**src/rtl/muldiv_unit_pkg.sv**
```systemverilog
// Shared definitions for the RV32M multiply/divide unit: FSM states, FUNCT3 op codes
// and a small sign helper used by both the unit and the M-extension decoder.
package muldiv_unit_pkg;

   localparam int XLEN  = 32;
   localparam int CNT_W = $clog2(XLEN);

   typedef enum logic [2:0] {
      S_IDLE = 3'd0,
      S_MUL  = 3'd1,
      S_DIV  = 3'd2,
      S_FIX  = 3'd3,
      S_DONE = 3'd4
   } state_t;

   localparam logic [2:0] F3_MUL    = 3'b000;
   localparam logic [2:0] F3_MULH   = 3'b001;
   localparam logic [2:0] F3_MULHSU = 3'b010;
   localparam logic [2:0] F3_MULHU  = 3'b011;
   localparam logic [2:0] F3_DIV    = 3'b100;
   localparam logic [2:0] F3_DIVU   = 3'b101;
   localparam logic [2:0] F3_REM    = 3'b110;
   localparam logic [2:0] F3_REMU   = 3'b111;

   function automatic logic [XLEN-1:0] neg_if(input logic neg, input logic [XLEN-1:0] v);
      return neg ? (~v + 1'b1) : v;
   endfunction

endpackage

```
**src/rtl/muldiv_unit_if.sv**
```systemverilog
// EX-stage request/response bundle between the pipeline control and the muldiv unit.
// start is a level held by EX until the op leaves; done is a one-cycle result-valid pulse.
interface muldiv_unit_if;
   import muldiv_unit_pkg::*;

   logic            start;
   logic [2:0]      funct3;
   logic [XLEN-1:0] operand_a;
   logic [XLEN-1:0] operand_b;
   logic            flush;
   logic            stall;
   logic            busy;
   logic            done;
   logic [XLEN-1:0] result;
   state_t          state_dbg;

   modport master (
      output start, funct3, operand_a, operand_b, flush,
      input  stall, busy, done, result, state_dbg
   );

   modport slave (
      input  start, funct3, operand_a, operand_b, flush,
      output stall, busy, done, result, state_dbg
   );
endinterface

```
**src/rtl/muldiv_unit_div_step.sv**
```systemverilog
// One restoring radix-2 divide iteration: shift {rem, quo} left, trial-subtract the divisor.
module muldiv_unit_div_step
   import muldiv_unit_pkg::*;
(
   input  logic [XLEN-1:0] rem_in,
   input  logic [XLEN-1:0] quo_in,
   input  logic [XLEN-1:0] divisor,
   output logic [XLEN-1:0] rem_out,
   output logic [XLEN-1:0] quo_out
);

   logic [XLEN:0] rem_sh;
   logic [XLEN:0] diff;

   always_comb begin
      rem_sh = {rem_in, quo_in[XLEN-1]};
      diff   = rem_sh - {1'b0, divisor};
      // A clear top bit means no borrow, so the divisor fits and the quotient bit is 1.
      if (!diff[XLEN]) begin
         rem_out = diff[XLEN-1:0];
         quo_out = {quo_in[XLEN-2:0], 1'b1};
      end else begin
         rem_out = rem_sh[XLEN-1:0];
         quo_out = {quo_in[XLEN-2:0], 1'b0};
      end
   end

endmodule

```
**src/rtl/muldiv_unit.sv**
```systemverilog
// RV32M multiply/divide sequencer: two-cycle multiply, 32-step restoring divide with
// sign fix-up, pipeline stall generation and flush abort.
module muldiv_unit
   import muldiv_unit_pkg::*;
(
   input  logic          clk,
   input  logic          rst_n,
   muldiv_unit_if.slave  bus
);

   state_t            state_q, state_d;
   logic [2:0]        funct3_q, funct3_d;
   logic [XLEN-1:0]   op_a_q, op_a_d;
   logic [XLEN-1:0]   op_b_q, op_b_d;
   logic [XLEN-1:0]   rem_q, rem_d;
   logic [XLEN-1:0]   quo_q, quo_d;
   logic [XLEN-1:0]   result_q, result_d;
   logic [CNT_W-1:0]  cnt_q, cnt_d;
   logic              q_neg_q, q_neg_d;
   logic              r_neg_q, r_neg_d;
   logic              busy_q, busy_d;
   logic              done_q, done_d;
   logic              stall;

   logic              is_div, div_signed, div_zero, div_ovf, a_neg, b_neg;
   logic [XLEN-1:0]   step_rem, step_quo;
   logic signed [2*XLEN-1:0] mul_a, mul_b, mul_p;
   logic [XLEN-1:0]   mul_res;

   muldiv_unit_div_step u_div_step (
      .rem_in  (rem_q),
      .quo_in  (quo_q),
      .divisor (op_b_q),
      .rem_out (step_rem),
      .quo_out (step_quo)
   );

   // Operands are widened with the per-op sign so a single signed multiply covers all four ops.
   always_comb begin
      mul_a = {{XLEN{((funct3_q == F3_MULH) || (funct3_q == F3_MULHSU)) & op_a_q[XLEN-1]}}, op_a_q};
      mul_b = {{XLEN{(funct3_q == F3_MULH) & op_b_q[XLEN-1]}}, op_b_q};
      mul_p = mul_a * mul_b;
      mul_res = (funct3_q == F3_MUL) ? mul_p[XLEN-1:0] : mul_p[2*XLEN-1:XLEN];
   end

   always_comb begin
      is_div     = bus.funct3[2];
      div_signed = ~bus.funct3[0];
      div_zero   = (bus.operand_b == '0);
      div_ovf    = div_signed && (bus.operand_a == {1'b1, {(XLEN-1){1'b0}}})
                   && (bus.operand_b == '1);
      a_neg      = div_signed & bus.operand_a[XLEN-1];
      b_neg      = div_signed & bus.operand_b[XLEN-1];
   end

   always_comb begin
      state_d  = state_q;
      funct3_d = funct3_q;
      op_a_d   = op_a_q;
      op_b_d   = op_b_q;
      rem_d    = rem_q;
      quo_d    = quo_q;
      result_d = result_q;
      cnt_d    = cnt_q;
      q_neg_d  = q_neg_q;
      r_neg_d  = r_neg_q;
      stall    = 1'b0;

      unique case (state_q)
         S_IDLE: begin
            if (bus.start && !bus.flush) begin
               stall    = 1'b1;
               funct3_d = bus.funct3;
               op_a_d   = bus.operand_a;
               if (!is_div) begin
                  op_b_d  = bus.operand_b;
                  state_d = S_MUL;
               end else if (div_zero) begin
                  result_d = bus.funct3[1] ? bus.operand_a : '1;
                  state_d  = S_DONE;
               end else if (div_ovf) begin
                  result_d = bus.funct3[1] ? '0 : bus.operand_a;
                  state_d  = S_DONE;
               end else begin
                  op_b_d  = neg_if(b_neg, bus.operand_b);
                  quo_d   = neg_if(a_neg, bus.operand_a);
                  rem_d   = '0;
                  cnt_d   = CNT_W'(XLEN - 1);
                  q_neg_d = a_neg ^ b_neg;
                  r_neg_d = a_neg;
                  state_d = S_DIV;
               end
            end
         end
         S_MUL: begin
            stall    = 1'b1;
            result_d = mul_res;
            state_d  = S_DONE;
         end
         S_DIV: begin
            stall = 1'b1;
            rem_d = step_rem;
            quo_d = step_quo;
            if (cnt_q == '0) state_d = S_FIX;
            else             cnt_d   = cnt_q - 1'b1;
         end
         S_FIX: begin
            stall    = 1'b1;
            result_d = funct3_q[1] ? neg_if(r_neg_q, rem_q) : neg_if(q_neg_q, quo_q);
            state_d  = S_DONE;
         end
         S_DONE: begin
            // START is still high for the retiring instruction, so it is not looked at here.
            state_d = S_IDLE;
         end
         default: state_d = S_IDLE;
      endcase

      if (bus.flush) begin
         state_d  = S_IDLE;
         result_d = result_q;
      end

      busy_d = (state_d == S_MUL) || (state_d == S_DIV) || (state_d == S_FIX);
      done_d = (state_d == S_DONE);
   end

   always_ff @(posedge clk) begin
      if (!rst_n) begin
         state_q  <= S_IDLE;
         funct3_q <= '0;
         op_a_q   <= '0;
         op_b_q   <= '0;
         rem_q    <= '0;
         quo_q    <= '0;
         result_q <= '0;
         cnt_q    <= '0;
         q_neg_q  <= 1'b0;
         r_neg_q  <= 1'b0;
         busy_q   <= 1'b0;
         done_q   <= 1'b0;
      end else begin
         state_q  <= state_d;
         funct3_q <= funct3_d;
         op_a_q   <= op_a_d;
         op_b_q   <= op_b_d;
         rem_q    <= rem_d;
         quo_q    <= quo_d;
         result_q <= result_d;
         cnt_q    <= cnt_d;
         q_neg_q  <= q_neg_d;
         r_neg_q  <= r_neg_d;
         busy_q   <= busy_d;
         done_q   <= done_d;
      end
   end

   assign bus.stall     = stall;
   assign bus.busy      = busy_q;
   assign bus.done      = done_q;
   assign bus.result    = result_q;
   assign bus.state_dbg = state_q;

endmodule

```
**src/flat_wrapper.sv**
```systemverilog
// flat-port wrapper written by rule: the top's interface ports become plain ports
module muldiv_unit_flat import muldiv_unit_pkg::*;
  (clk, rst_n, bus_start, bus_funct3, bus_operand_a, bus_operand_b, bus_flush, bus_stall, bus_busy, bus_done, bus_result, bus_state_dbg);
  muldiv_unit_if bus_i ();
  input  logic clk;
  input  logic rst_n;
  input wire logic [$bits(bus_i.start)-1:0] bus_start;
  input wire logic [$bits(bus_i.funct3)-1:0] bus_funct3;
  input wire logic [$bits(bus_i.operand_a)-1:0] bus_operand_a;
  input wire logic [$bits(bus_i.operand_b)-1:0] bus_operand_b;
  input wire logic [$bits(bus_i.flush)-1:0] bus_flush;
  output wire logic [$bits(bus_i.stall)-1:0] bus_stall;
  output wire logic [$bits(bus_i.busy)-1:0] bus_busy;
  output wire logic [$bits(bus_i.done)-1:0] bus_done;
  output wire logic [$bits(bus_i.result)-1:0] bus_result;
  output wire logic [$bits(bus_i.state_dbg)-1:0] bus_state_dbg;
  assign bus_i.start = bus_start;
  assign bus_i.funct3 = bus_funct3;
  assign bus_i.operand_a = bus_operand_a;
  assign bus_i.operand_b = bus_operand_b;
  assign bus_i.flush = bus_flush;
  assign bus_stall = bus_i.stall;
  assign bus_busy = bus_i.busy;
  assign bus_done = bus_i.done;
  assign bus_result = bus_i.result;
  assign bus_state_dbg = bus_i.state_dbg;
  muldiv_unit u_core (.clk(clk), .rst_n(rst_n), .bus(bus_i));
endmodule
```
**config.mk**
```make
export PLATFORM = sky130hd
export DESIGN_NAME = muldiv_unit_flat
export DESIGN_NICKNAME = d
export VERILOG_FILES = /design/src/rtl/muldiv_unit_pkg.sv /design/src/rtl/muldiv_unit_if.sv /design/src/rtl/muldiv_unit_div_step.sv /design/src/rtl/muldiv_unit.sv /design/src/flat_wrapper.sv
export SDC_FILE = /design/constraint.sdc
export NUM_CORES = 2
export LEC_CHECK = 0
export ABC_AREA = 1
export ABC_CLOCK_PERIOD_IN_PS = 9300
export CORE_ASPECT_RATIO = 0.7
export CORE_MARGIN = 5
export CORE_UTILIZATION = 30
export DETAILED_ROUTE_END_ITERATION = 12
export PLACE_DENSITY = 0.42
export SYNTH_ARGS = -nofsm -noshare
export SYNTH_HDL_FRONTEND = slang
export SYNTH_SLANG_ARGS = --single-unit
```
**constraint.sdc**
```tcl
create_clock -name clk -period 9.3 [get_ports clk]
set_clock_uncertainty 0.1 [all_clocks]
set_input_delay 1.86 -clock clk [delete_from_list [all_inputs] [get_ports clk]]
set_output_delay 1.86 -clock clk [all_outputs]
set_load 0.03 [all_outputs]
```
# [Word-level counts from Yosys, hierarchy flattened]
# Index checks and enable logic that the tools add are counted.
[totals] output_inout_bits=38 reg_bits=175 in_bits=71
[op_classes] n_mux=43 reduce_logical=21 mul=1 addsub=6 eq_ne=19 bitwise=13
[op_table] op="2-to-1 mux 32 bit" count=24
[op_table] op="adder 32 x 1 -> 32 bit (second input constant)" count=4
[op_table] op="inverter 32 bit" count=4
[op_table] op="one-hot mux 32 bit (2 select lines)" count=2
[op_table] op="one-hot mux 32 bit (3 select lines)" count=1
[op_table] op="equality test 32 bit (second input constant)" count=2
[op_table] op="multiplier 33 x 33 -> 64 bit" count=1
[op_table] op="subtractor 33 x 32 -> 33 bit" count=1
[op_table] op="zero test 32 bit" count=1
[op_table] op="2-to-1 mux 5 bit" count=5
[op_table] op="2-to-1 mux 3 bit" count=6
[op_table] op="equality test 3 x 2 -> 1 bit (second input constant)" count=5
[op_table] op="AND reduction 5 bit" count=3
[op_table] op="!= test 2 bit (second input constant)" count=6
[op_table] op="one-hot mux 5 bit (2 select lines)" count=1
[op_table] op="equality test 3 x 1 -> 1 bit (second input constant)" count=3
[op_table] op="one-hot mux 3 bit (3 select lines)" count=1
[op_table] op="zero test 3 bit" count=2
[op_table] op="AND reduction 6 bit" count=1
[op_table] op="zero test 5 bit" count=1
[op_table] op="subtractor 5 x 1 -> 5 bit (second input constant)" count=1
[op_table] op="bitwise AND 1 bit" count=4
[op_table] op="inverter 1 bit" count=4
[op_table] op="AND reduction 4 bit" count=1
[op_table] op="other kinds (14)" count=19

# [Logic depth before layout (Yosys ltp)]
[logic_depth] ltp_word=12 ltp_mapped=37 ltp_nobuf=35

# [Modules after synthesis]
# Synthesis repeated with hierarchy kept, for this count alone.
[unflattened] hier_cells=7602 hier_area_um2=54800.1
[modules_own_cells] mod="muldiv_unit" area_each_um2=51316.7 seq_area_each_um2=3503.4 cells_per_inst=6890 n_inst=1
[modules_own_cells] mod="muldiv_unit_div_step" area_each_um2=3483.3 seq_area_each_um2=0.0 cells_per_inst=712 n_inst=1

# [Worst setup path after synthesis]
# Ideal clock, no wire load.
[synth_timing] path_kind="register to register" start="register u_core.funct3_q[1]" end="register u_core.result_q[25], in the netlist u_core.bus.result[25]" arrival_ns=8.031 t_required_ns=9.130 path_stages_with_launch=33 period_less_slack_ns=8.201 slack_ns=1.099 path_cell_list="dfxtp_1 > clkbuf_1 > inv_2 > nand3_1 > nand2_1 > nand2_1 > clkbuf_1 > nor2_1 > fa_1 > inv_1 > fa_1 > inv_1 > fa_1 > inv_1 > fa_1 > inv_1 > fa_1 > fa_1 > inv_1 > fa_1 > fa_1 > inv_1 > ha_1 > nand2_1 > nor2_1 > inv_1 > nor4_1 > o21ai_0 > nand3_1 > nand2_1 > nand3_1 > nand2_1 > a21oi_1"
[synth_via] elab_chain_len=6 word_cells_on_any_way=10 classes_between="mul (1); eq/ne (2); mux (3); bitwise (2); reduce/logical (2)"
[synth_lines] item="start: declaration" line_no="muldiv_unit.sv:12" text="logic [2:0] funct3_q, funct3_d;"
[synth_lines] item="start signal: assignment" line_no="muldiv_unit.sv:144" text="funct3_q <= funct3_d;"
[synth_lines] item="equality test 3 x 1 -> 1 bit or equality test 3 x 2 -> 1 bit (tied branches)" line_no="muldiv_unit.sv:40, muldiv_unit.sv:41"
[synth_lines] item="logical OR 1 bit" line_no="muldiv_unit.sv:40" text="mul_a = {{XLEN{((funct3_q == F3_MULH) || (funct3_q == F3_MULHSU)) & op_a_q[XLEN-1]}}, op_a_q};"
[synth_lines] item="bitwise AND 1 bit" line_no="muldiv_unit.sv:40"
[synth_lines] item="multiplier 33 x 33 -> 64 bit" line_no="muldiv_unit.sv:42" text="mul_p = mul_a * mul_b;"
[synth_lines] item="2-to-1 mux 32 bit" line_no="muldiv_unit.sv:43" text="mul_res = (funct3_q == F3_MUL) ? mul_p[XLEN-1:0] : mul_p[2*XLEN-1:XLEN];"
[synth_lines] item="one-hot mux 32 bit (3 select lines) (*)" line_no="muldiv_unit.sv:69" text="unique case (state_q)"
[synth_lines] item="end signal: assignment" line_no="muldiv_unit.sv:149" text="result_q <= result_d;"
[synth_lines] item="end: declaration" line_no="muldiv_unit.sv:17" text="logic [XLEN-1:0] result_q, result_d;"
# Mark *: on every way between the ends. The rest lies on a longest branch, timed or not.
# A chain may end at the register's enable or synchronous reset.

# [Worst setup path in the final report]
[layout_timing] start="register u_core.funct3_q[0]" end="register u_core.result_q[15], in the netlist u_core.bus.result[15]"
[layout_via] elab_chain_len=6 word_cells_on_any_way=9 classes_between="mul (1); eq/ne (2); mux (2); bitwise (2); reduce/logical (2)"
[layout_lines] item="equality test 3 x 1 -> 1 bit or equality test 3 x 2 -> 1 bit (tied branches)" line_no="muldiv_unit.sv:40, muldiv_unit.sv:41"
[layout_lines] item="logical OR 1 bit" line_no="muldiv_unit.sv:40"
[layout_lines] item="bitwise AND 1 bit" line_no="muldiv_unit.sv:40"
[layout_lines] item="multiplier 33 x 33 -> 64 bit" line_no="muldiv_unit.sv:42"
[layout_lines] item="2-to-1 mux 32 bit (*)" line_no="muldiv_unit.sv:43"
[layout_lines] item="one-hot mux 32 bit (3 select lines) (*)" line_no="muldiv_unit.sv:69"
# Marked as above.

==> results.yml <==
yosys:
  async_reset_ff_frac: 0
  netlist_instances: 7455
  ys.flop_type: "dfxtp_1"
  synth_area_leader_cell: "fa_1"
  synth_area_leaders: "fa_1, inv_1, nand2_1, dfxtp_1, ha_1"
  synth_top_area_frac: 0.418
  syn-num-nets: 8902
  synth.distinct_cells: 47
  syn_area_per_cell_um2: 7.23
  synth-edff-count: 0
  ys_ff_latch: 175
  synth_area_mm2: 0.0539
  yosysWarnings: 0
  ys_seq_area_frac: 0.0650
sta:
  finalCriticalPeriod_ns: 8.84
  fmax_mhz: 113
  tightest_slew_ns: 1.37
  tns_ns: 0
  hold_viol: 0
  report.final.slew_viol_count: 0
  setup_viol: 0
  min_period_over_period: 0.950
  rsz0062_at_grt: "no"
  relSlewSlack: 0.0756
grt:
  grt_pass1_wl_mm: 324
  grt_remaining_overflow: 0
  grt_max_degree: 75
  grt_use_total: 0.231
  antenna_found_initial: 6
  grt_pass1_vias: 47000
clock_network:
  clock_latency_ns: 0.50
  cts.reportedPaths.clkPinSlew_ns: 0.10
  cts_hold_buf: 0
  cts_sinks: 175
  cts_buffers: 17
  cts_tree: "yes"
  cts_htree_levels: 4
  clockBufferDepth: 2
  cts_root_buf: "clkbuf_16"
placement:
  place_area_mm2: 0.0580
  io_buffers: 108
  dp_hpwl_mm: 184
  gp_congestion: 0.988
final_layout:
  stdcell_area_mm2: 0.0587
  finalNetCount: 8818
  nFillCells: 19500
  seqCellArea_mm2: 0.00352
  layout_common_cells: "inv_1, nand2_1, fa_1"
  areaGrowthSynthToFinish_pct: 8.94
  layout_commonest_cell: "inv_1"
  layout-drive-gt1-share: 0.0339
  multi_input_area_mm2: 0.0419
worst_setup_path:
  critical-path-max-stage-delay_ns: 0.74
  path_max_fanout: 13
  crit_slowest_cell: "fa_2"
  critPathBufInv: 9
  worstPathArrival_ns: 9.16
  path_common_cell: "nand2_1"
  critPathKind: "flip-flop to flip-flop"
  worstSetupStartpointType: "flip-flop"
  crit_required_ns: 9.62
  crit_family: "adder cells"
  endpoint_kind: "flip-flop"
floorplan:
  fp.dieW_um: 517
  rows: 130
  io_pins: 109
  dieHeight_um: 365
  start_util: 0.301
  core_region_area_mm2: 0.179
  dieArea_mm2: 0.188
routing:
  routedWlPerCell_um: 22.2
  vias: 46800
  ant_nets: 0
  drc_errors: 0
  wl_mm: 217
  avgViaCountPerCell: 4.80
  first_iter_violations: 4299
  dr.pass1.iters: 6
run_status:
  outcome: "finished, final reports clean"
min_path:
  hold_class: "flip-flop to flip-flop"
flow_run:
  drv_cap: 0
pwr:
  cellLeakagePower_nw: 30.0
  p_per_area_mw_per_mm2: 92.8
  ir_drop_v: 0.000159
[path summary, 6_finish.rpt]
kind / endpoint / cells past startpoint / slack, ns / from
setup / recovery: u_core.bus.result[15] / 33 / 0.46 / u_core.funct3_q[0]
hold / removal: u_core.quo_q[24] / 2 / 0.37 / u_core.quo_q[24]
setup reg to reg: u_core.bus.result[15] / 33 / 0.46 / u_core.funct3_q[0]
hold reg to reg: u_core.quo_q[24] / 2 / 0.37 / u_core.quo_q[24]
[timing repair]
action,4_1_cts,5_1_grt
endpoints found under the setup margin,0,18
gates resized for setup,0,11
setup buffers,0,5
[logic make-up (layout without fill, tap and decap cells)]
logic type,count (synthesis),after routing,share of synthesized area
compound gates,728,728,0.0714
xor+xnor,83,83,0.0135
fa+ha+maj,1400,1400,0.481
buf+inv,2261,2190,0.159
flops,175,175,0.0650
other cells,0,2,0
simple gates,2808,2808,0.211
[tightest hold or removal path, stage by stage (launching register included)]
cell and delay [ns]:
dfxtp_1 0.32, nand2_1 0.06, a21oi_1 0.06
[report_power, final]
part	total (mW)	leakage [nW]	internal, mW	switching, mW
Clock	0.806	0.288	0.409	0.397
Combinational	3.77	28.3	1.22	2.55
Sequential	0.869	1.43	0.783	0.0857
[metal layers]
layer  vias to the layer above  routed length [um]  track usage
li1                      21600                   -            -
met1                     23400              112000        0.376
met2                      1649               82300        0.308
met3                       120               18000       0.0496
met4                         2                4230       0.0410
met5                         -                  19            0
[sequential cells by signal, indices dropped and copies added, names as in the netlist]
signal / cells
u_core.bus.result: 32
u_core.r_neg_q: 1
u_core.q_neg_q: 1
u_core.op_b_q: 32
u_core.op_a_q: 32
u_core.cnt_q: 5
u_core.bus.busy: 1
u_core.rem_q: 32
u_core.funct3_q: 3
u_core.quo_q: 32
u_core.bus.done: 1
u_core.bus.state_dbg: 3
[cells in the mapped netlist, drive strengths merged (7+ instances only)]
master	instances
inv	1890
nand2	1876
fa	1126
nor2	468
a21oi	328
clkbuf	328
nand3	319
o21ai	312
ha	250
dfxtp	175
nand4	58
xor2	49
buf	40
nor3	40
xnor2	34
maj3	24
o21bai	24
o211ai	18
o22ai	17
or2	17
nand3b	14
nor4	11
a21o	9
a21boi	7
[stage by stage]
| stage | power [mW] | worst slack (ns) | util | hold slack (ns) | std cells |
|---|---|---|---|---|---|
| after global placement | 4.61 | 0.361 | 0.324 | 0.364 | 9723 |
| after floorplan | 3.11 | 1.10 | - | 0.345 | 7455 |
| after CTS | 5.43 | 0.206 | 0.328 | 0.374 | 9755 |
| after detailed placement | 4.59 | 0.234 | 0.324 | 0.360 | 9723 |
| after global routing | 5.92 | 0.00945 | 0.328 | 0.417 | 9760 |
| final | 5.45 | 0.462 | 0.328 | 0.374 | 9762 |
[cell type report]
class	count	area share
Inverter	1893	0.121
Tap cell	2376	0.0507
Multi-Input combinational cell	5019	0.714
Antenna cell	2	0.0000853
Sequential cell	175	0.0599
Timing Repair Buffer	265	0.0442
Clock inverter	13	0.00258
Clock buffer	19	0.00755
Power figures use the tool's default switching activity.
